### config.mk
export PLATFORM = sky130hd
export DESIGN_NAME = mul_arbiter
export DESIGN_NICKNAME = d
export VERILOG_FILES = /design/src/rtl/mul_arbiter.sv
export SDC_FILE = /design/constraint.sdc
export NUM_CORES = 1
export LEC_CHECK = 0
export CAP_MARGIN = 10
export CELL_PAD_IN_SITES_DETAIL_PLACEMENT = 1
export CELL_PAD_IN_SITES_GLOBAL_PLACEMENT = 2
export CORE_ASPECT_RATIO = 1.4
export CORE_MARGIN = 4
export CORE_UTILIZATION = 23
export DETAILED_ROUTE_END_ITERATION = 10
export MAX_ROUTING_LAYER = met4
export PLACE_DENSITY_LB_ADDON = 0.1
export REMOVE_ABC_BUFFERS = 1
export SYNTH_ARGS = -nofsm -noshare
export SYNTH_HDL_FRONTEND = slang
export SYNTH_SLANG_ARGS = --single-unit
### constraint.sdc
create_clock -name clk -period 1.7 [get_ports clk]
set_input_delay 0.51 -clock clk [delete_from_list [all_inputs] [get_ports clk]]
set_output_delay 0.51 -clock clk [all_outputs]
set_load 0.05 [all_outputs]
### src/rtl/mul_arbiter.sv
// mul_arbiter: round-robin arbiter sharing one multiplier between two requesters, with a done timeout.
module mul_arbiter #(
  parameter int TMO_CYC = 64
) (
  input  logic        clk,
  input  logic        rst_n,
  input  logic        req0,
  input  logic        req1,
  input  logic [15:0] a0,
  input  logic [15:0] a1,
  input  logic [15:0] b0,
  input  logic [15:0] b1,
  output logic        ack0,
  output logic        ack1,
  output logic [31:0] res,
  output logic        err,
  output logic        busy,
  output logic [15:0] mul_a,
  output logic [15:0] mul_b,
  output logic        mul_st,
  input  logic        mul_idle,
  input  logic        mul_done,
  input  logic [31:0] mul_p
);
  localparam int CW = $clog2(TMO_CYC + 1);
  typedef enum logic [1:0] {IDLE, START, BUSY, RESP} state_t;
  state_t state;
  logic [CW-1:0] cnt;
  logic gnt, last, sel, tmo;
  assign sel = (req0 & req1) ? ~last : req1;
  assign tmo = cnt == CW'(TMO_CYC - 1);
  always_ff @(posedge clk or negedge rst_n)
    if (!rst_n) begin
      state  <= IDLE;
      cnt    <= '0;
      gnt    <= 1'b0;
      last   <= 1'b1;
      ack0   <= 1'b0;
      ack1   <= 1'b0;
      res    <= '0;
      err    <= 1'b0;
      busy   <= 1'b0;
      mul_a  <= '0;
      mul_b  <= '0;
      mul_st <= 1'b0;
    end else
      case (state)
        IDLE: if ((req0 | req1) & mul_idle) begin
          gnt    <= sel;
          mul_a  <= sel ? a1 : a0;
          mul_b  <= sel ? b1 : b0;
          mul_st <= 1'b1;
          busy   <= 1'b1;
          state  <= START;
        end
        START: begin
          mul_st <= 1'b0;
          cnt    <= '0;
          state  <= BUSY;
        end
        BUSY: if (mul_done | tmo) begin
          res   <= mul_done ? mul_p : '0;
          err   <= ~mul_done;
          ack0  <= ~gnt;
          ack1  <= gnt;
          state <= RESP;
        end else cnt <= cnt + CW'(1);
        RESP: begin
          ack0  <= 1'b0;
          ack1  <= 1'b0;
          err   <= 1'b0;
          busy  <= 1'b0;
          last  <= gnt;
          state <= IDLE;
        end
        default: state <= IDLE;
      endcase
endmodule

==> results of run 1 <==
worst max path at each step:
| stage | start | to | slack [ns] | depth (start not counted) |
|---|---|---|---|---|
| after CTS | state[0] | cnt[0] | 0.03 | 7 |
| after floorplan | req1 | mul_a[0] | -2.91 | 3 |
| after detailed placement | req0 | mul_a[1] | -0.29 | 6 |
| after global routing | state[0] | cnt[0] | -0.04 | 7 |
| after global placement | req1 | mul_b[2] | -0.23 | 6 |
| final | state[0] | cnt[0] | 0.06 | 7 |
flip-flops by register name, indices dropped and copies added (netlist names), 2 cells and up:
| name | count |
|---|---|
| mul_a | 16 |
| cnt | 7 |
| res | 32 |
| state | 2 |
| mul_b | 16 |
power by group through the flow:
stage / combinational [mW] / sequential (mW) / clock (mW)
floorplan: 1.64 / 5.56 / 0
detailed placement: 8.21 / 3.61 / 0
CTS: 8.21 / 3.60 / 2.16
global placement: 8.09 / 3.59 / 0
finish: 8.09 / 3.58 / 2.10
global route: 8.53 / 3.70 / 2.24
stage by stage:
stage | utilization | TNS [ns]
final | 0.420 | 0
after global placement | 0.399 | -7.65
after global routing | 0.420 | -0.0366
after CTS | 0.418 | 0
after detailed placement | 0.399 | -10.02
after floorplan | - | -123.11
repair_timing:
item	CTS	global route
hold buffers	0	1
setup buffers	0	2
gates cloned	0	0
hold endpoints to repair	0	3
setup endpoints to repair	32	5
gates resized for setup	2	2
tightest hold or removal path, stage by stage, from the launching register on:
cell and delay, ns:
dfrtp_1 0.38, nand2_1 0.06, a31oi_1 0.04
area by class of cell:
type	count	area, sq um	share of cell area
antenna	1	2.50	0.000344
clock buffer	10	229	0.0315
clock inverter	5	82.6	0.0114
inverter	5	18.8	0.00258
multi-input combinational	265	1880	0.258
sequential	80	2000	0.275
tap	236	295	0.0406
timing repair buffer	205	2760	0.380
cells by family after synthesis:
logic type	synth area share
DFF	0.494
AOI/OAI and AO/OA	0.178
adders and majority gates	0.0185
and+or+nand+nor	0.176
muxes	0.0845
buffers and inverters	0.0496
per-layer routing:
layer  vias to the layer above  wire length (um)  global-route usage
li1                       1774                 -                   -
met1                      1784              6460               0.188
met2                       131              6530               0.234
met3                         9               750              0.0344
met4                         0               156              0.0418
met5                         -                 0                   -
Yosys cell counts (all sizes together) (4+ instances only):
master | number | area share
a21oi | 4 | 0.0049
a221o | 32 | 0.079
nor2b | 27 | 0.042
and3 | 34 | 0.052
buf | 14 | 0.029
mux2i | 32 | 0.079
o211ai | 9 | 0.017
o21ai | 36 | 0.044
clkbuf | 17 | 0.016
nand2 | 40 | 0.039
inv | 4 | 0.0037
and2b | 6 | 0.011
dfrtp | 79 | 0.49
a31oi | 4 | 0.0062
ha | 6 | 0.018
==> summary.md, run 1 <==
| Metric | Value |
|---|---|
| Wire per inst | 17.2 um |
| CP most frequent cell | buf_12 |
| Internal | 7.99 mW |
| Cells after DPL | 788 |
| Initial antenna violation count | 1 |
| Max Root-Sink Buffers | 2 |
| Routed vias | 3698 |
| FF+latch count, synth | 80 |
| Library cells used by synthesis | 42 |
| Dpl ws | -0.287 ns |
| Initial Util | 0.234 |
| Reg-to-reg endpoint | cnt[0] |
| Top FF cell, synth | dfrtp_1 |
| Vias/cell | 4.58 |
| Clk network pwr share | 0.152 |
| Pin count of the biggest net entering global routing | 48 |
| Finish-stage setup viols | 0 |
| Placed Area | 6920 sq um |
| Fmax | 610 MHz |
| YS warnings | 0 |
| Grt ovf | 0 |
| Clk slew on worst S/H paths | 0.06 ns |
| Sw power | just under 6 mW |
| Setup CP Type | register to register |
| DRT Wirelength | 13.9 mm |
| Cells after synthesis | 381 |
| Final WS setup | 0.0615 ns |
| Global-route wire length before repair | 22.5 mm |
| Reg2reg path depth | 7 |
| Top Ports | 171 |
| Top cell family by delay on the critical path | buffers and inverters |
| Post-Route Skew | 0.00842 ns |
| DIE HEIGHT | 165 um |
| CTS tree | yes |
| # port buffers | 170 |
| Design Power | 13.8 mW |
| Dpl hpwl | 10.4 mm |
| Hold_sp | cnt[6] |
| Clk sinks | 80 |
| Worst Path Buf+Inv | 4 |
| CP max FO | 35 |
| CP peak stage delay | 0.38 ns |
| Flop pwr share | 0.260 |
| Max_slew headroom | 0.719 |
| Total CTS buffers | 9 |
| Hold Crit Endpoint | cnt[6] |
| Peak supply drop | 0.000879 V |
| Period utilization | 0.964 |
| Minimum clock period | 1.64 ns |
| Final cell count without fillers | 807 |
| R2r setup slk | 0.06 ns |
| Commonest non-fill, non-tap cell in the layout | clkdlybuf4s50_1 |
| Area growth syn-to-layout | 79.2% |
| Core Region | 17300 sq um |
| ANT nets after route | 0 |
| PwrDens | 1890 nW/um^2 |
| Syn avg cell area | 10.7 sq um |
| RSZ-0062 raised after global routing | true |
| Worst-Skew Late Latency | approximately 0.34 ns |
| Die X | 120 um |
| Final GP Congestion | between 0.7 and 0.8 |
| Gr usage total | 0.147 |
| Net switching fraction of the power | 0.420 |
| Sequential share of the synthesized area | 0.494 |
| Fin. max-slew vios | 0 |
| Final hold violation count | 0 |
| Worst R2R Start | state[0] |
| Slew @ Worst Pin | 0.421 ns |
| Cell Area, Synth | 4060 sq um |
| Worst hold path depth | 2 |
| Post-route cell area | 7270 sq um |
| Pre-Repair DR Iteration Count | 4 |
| CTS H-Tree Depth | 3 |
| Worst path required time | 1.97 ns |
| Share of cells above drive strength 1 | 0.221 |
| Root Buffer | clkbuf_16 |
| CP Cell Sequence | inv_1 -> ha_2 -> buf_12 -> clkinv_1 -> buf_12 -> a2111o_1 -> nand3_1 |
| Crit-path slowest cell | dfrtp_1 |
| Row cnt | 57 |
| Crit path arrival time | approximately 1.9 ns |
| Max-cap viol count | 0 |
| Async SR Flop Fraction | 1.00 |
| Vias in the first global route | 3904 |
| Hold Worst Slack | 0.511 ns |
| Crit path launch type | register |
| Status | completed |
| Drt initial violations | 170 |
| DIE AREA | 19900 sq um |
| Comb power frac | 0.587 |
| Most frequent cells in the layout | 99 x clkdlybuf4s50_1, 79 x dfrtp_1, 78 x buf_12 |
| DRC | 0 |
| Fill count | 1859 |
| EDFF count, synth | 0 |
| Crit. End Element | register |
| Final nets | 674 |
| Hold Crit Class | register to register |
| Leakage | 3.20 nW |
No activity file was read; power rests on OpenSTA's default activity.
==> run 2: changes to the inputs <==
- HOLD_SLACK_MARGIN: not set -> 0.15
==> summary.md, run 2 (synthesis gave the netlist of run 1 again) <==
| Metric | Value |
|---|---|
| Most frequent cells in the layout | 99 x clkdlybuf4s50_1, 79 x dfrtp_1, 78 x buf_12 |
| Period utilization | 0.963 (about the same) |
| Hold Crit Class | register to register |
| Setup total negative slack | 0 ns (unchanged) |
| Worst-Skew Late Latency | 0.34 ns (about the same) |
| Placed Area | 6920 sq um (unchanged) |
| Row cnt | 57 (unchanged) |
| Root Buffer | clkbuf_16 |
| Global-route wire length before repair | 22.5 mm (about the same) |
| ANT nets after route | 0 (unchanged) |
| Crit path launch type | register |
| Drt initial violations | 171 (+0.59%) |
| DRT Wirelength | 13.9 mm (about the same) |
| Commonest non-fill, non-tap cell in the layout | clkdlybuf4s50_1 |
| CP Cell Sequence | inv_1 -> ha_2 -> buf_12 -> clkinv_1 -> buf_12 -> a2111o_1 -> nand3_1 |
| Largest regs | res x32, mul_a x16, mul_b x16 |
| Vias in the first global route | 3910 (+0.15%) |
| Worst path required time | 1.97 ns (about the same) |
| DRC | 0 (unchanged) |
| Grt ovf | 0 (unchanged) |
| Share of cells above drive strength 1 | 0.221 (unchanged) |
| Largest register FFs | 32 (unchanged) |
| Initial Util | 0.234 (unchanged) |
| Setup CP Type | register to register |
| RSZ-0062 raised after global routing | true |
| Post-Route Skew | 0.00813 ns (-0.000285 ns) |
| Max-cap viol count | 0 (unchanged) |
| Crit-path slowest cell | dfrtp_1 |
| Clk sinks | 80 (unchanged) |
| Worst R2R Start | state[0] |
| Initial antenna violation count | 1 (unchanged) |
| Crit path arrival time | 1.91 ns (about the same) |
| Max Root-Sink Buffers | 2 (unchanged) |
| Pre-Repair DR Iteration Count | 4 (unchanged) |
| Post-route cell area | 7270 sq um (unchanged) |
| Leakage | 3.20 nW (unchanged) |
| Slew @ Worst Pin | 0.421 ns (+0.00000584 ns) |
| CTS tree | yes |
| Core Region | 17300 sq um (unchanged) |
| Vias/cell | 4.59 (about the same) |
| Pin count of the biggest net entering global routing | 48 (unchanged) |
| DIE AREA | 19900 sq um (unchanged) |
| Final GP Congestion | 0.757 (unchanged) |
| CP max FO | 35 (unchanged) |
| Hold_sp | cnt[6] |
| CP most frequent cell | buf_12 |
| Peak supply drop | 0.000879 V (about the same) |
| PwrDens | 1890 nW/um^2 (about the same) |
| Fin. max-slew vios | 0 (unchanged) |
| Status | completed |
| Gr usage total | 0.147 (about the same) |
| Top Ports | 171 (unchanged) |
| Die X | 120 um (unchanged) |
| Max_slew headroom | 0.719 (about the same) |
| Total CTS buffers | 9 (unchanged) |
| Dpl hpwl | 10.4 mm (unchanged) |
| Routed vias | 3701 (+0.081%) |
| Area growth syn-to-layout | 79.2% (unchanged) |
| # port buffers | 170 (unchanged) |
| Finish-stage setup viols | 0 (unchanged) |
| Wire per inst | 17.2 um (about the same) |
| Fmax | 611 MHz (about the same) |
| Fill count | 1857 (-0.11%) |
| CP startpoint | state[0] |
| Final hold violation count | 0 (unchanged) |
| Minimum clock period | 1.64 ns (-0.000669 ns) |
| Final nets | 674 (unchanged) |
| CTS H-Tree Depth | 3 (unchanged) |
| DIE HEIGHT | 165 um (unchanged) |
| Clk slew on worst S/H paths | 0.06 ns (about the same) |
| Largest reg by FF count | res |
| Crit. End Element | register |
| CP peak stage delay | 0.38 ns (about the same) |
run 2: cell counts in the layout (fill, tap and decap cells not counted):
Identical to the previous run, type by type.
run 2: final cells by class:
| type | count | area [sq um] | share of cell area |
|---|---|---|---|
| clock inverters | 5 | 82.6 | 0.0114 |
| clock buffers | 10 | 229 | 0.0315 |
| diodes | 1 | 2.50 | 0.000344 |
| repair buffers | 205 | 2760 | 0.380 |
| inverters | 5 | 18.8 | 0.00258 |
| multi-input cells | 265 | 1880 | 0.258 |
| well taps | 236 | 295 | 0.0406 |
| flip-flops and latches | 80 | 2000 | 0.275 |
run 2: per-layer routing:
layer | vias to the layer above | share of wire | GRT usage
met4 | 0 | 0.011 | 0.0418
met3 | 9 | 0.054 | 0.0348
li1 | 1775 | - | -
met2 | 131 | 0.47 | 0.234
met5 | - | 0 | -
met1 | 1786 | 0.46 | 0.188
run 2: path summary, 6_finish.rpt:
kind                       cells after the start  endpoint  slack [ns]
min                                            2    cnt[6]        0.51
max                                            7    cnt[0]        0.06
max in group asynchronous                      3      last        0.63
min reg2reg                                    2    cnt[6]        0.51
min in group asynchronous                      2  mul_b[0]        0.56
max reg2reg                                    7    cnt[0]        0.06
run 2: metrics by stage:
stage	setup slack (ns)	hold slack (ns)	total power, mW	instances	util
final	0.0622	0.511	13.8	807	0.420
after global routing	-0.0366	0.561	14.5	807	0.420
after CTS	0.0328	0.518	14.0	804	0.418
after detailed placement	-0.287	0.373	11.8	788	0.399
after global placement	-0.226	0.376	11.7	788	0.399
after floorplan	-2.91	0.214	7.21	350	-
run 2: where the power goes:
group	switching (mW)	total, mW	internal [mW]	leakage, nW
combinational	4.06	8.09	4.02	2.12
sequential	0.897	3.58	2.69	0.941
clock	0.817	2.10	1.28	0.141
total	5.78	13.8	7.99	3.20
run 2: timing repair:
| action | CTS | global route |
|---|---|---|
| buffers inserted | 0 | 2 |
| gates resized for setup | 2 | 2 |
| setup endpoints to repair | 32 | 5 |
| hold buffers | 1 | 0 |
| hold endpoints to repair | 8 | 0 |
run 2: critical path: cells and delay by family (launching register included):
kind                       cells  cell delay (ns)
adders and majority gates      1             0.22
AOI/OAI and AO/OA              1             0.36
buffers and inverters          4             0.53
DFF                            1             0.38
and+or+nand+nor                1             0.07
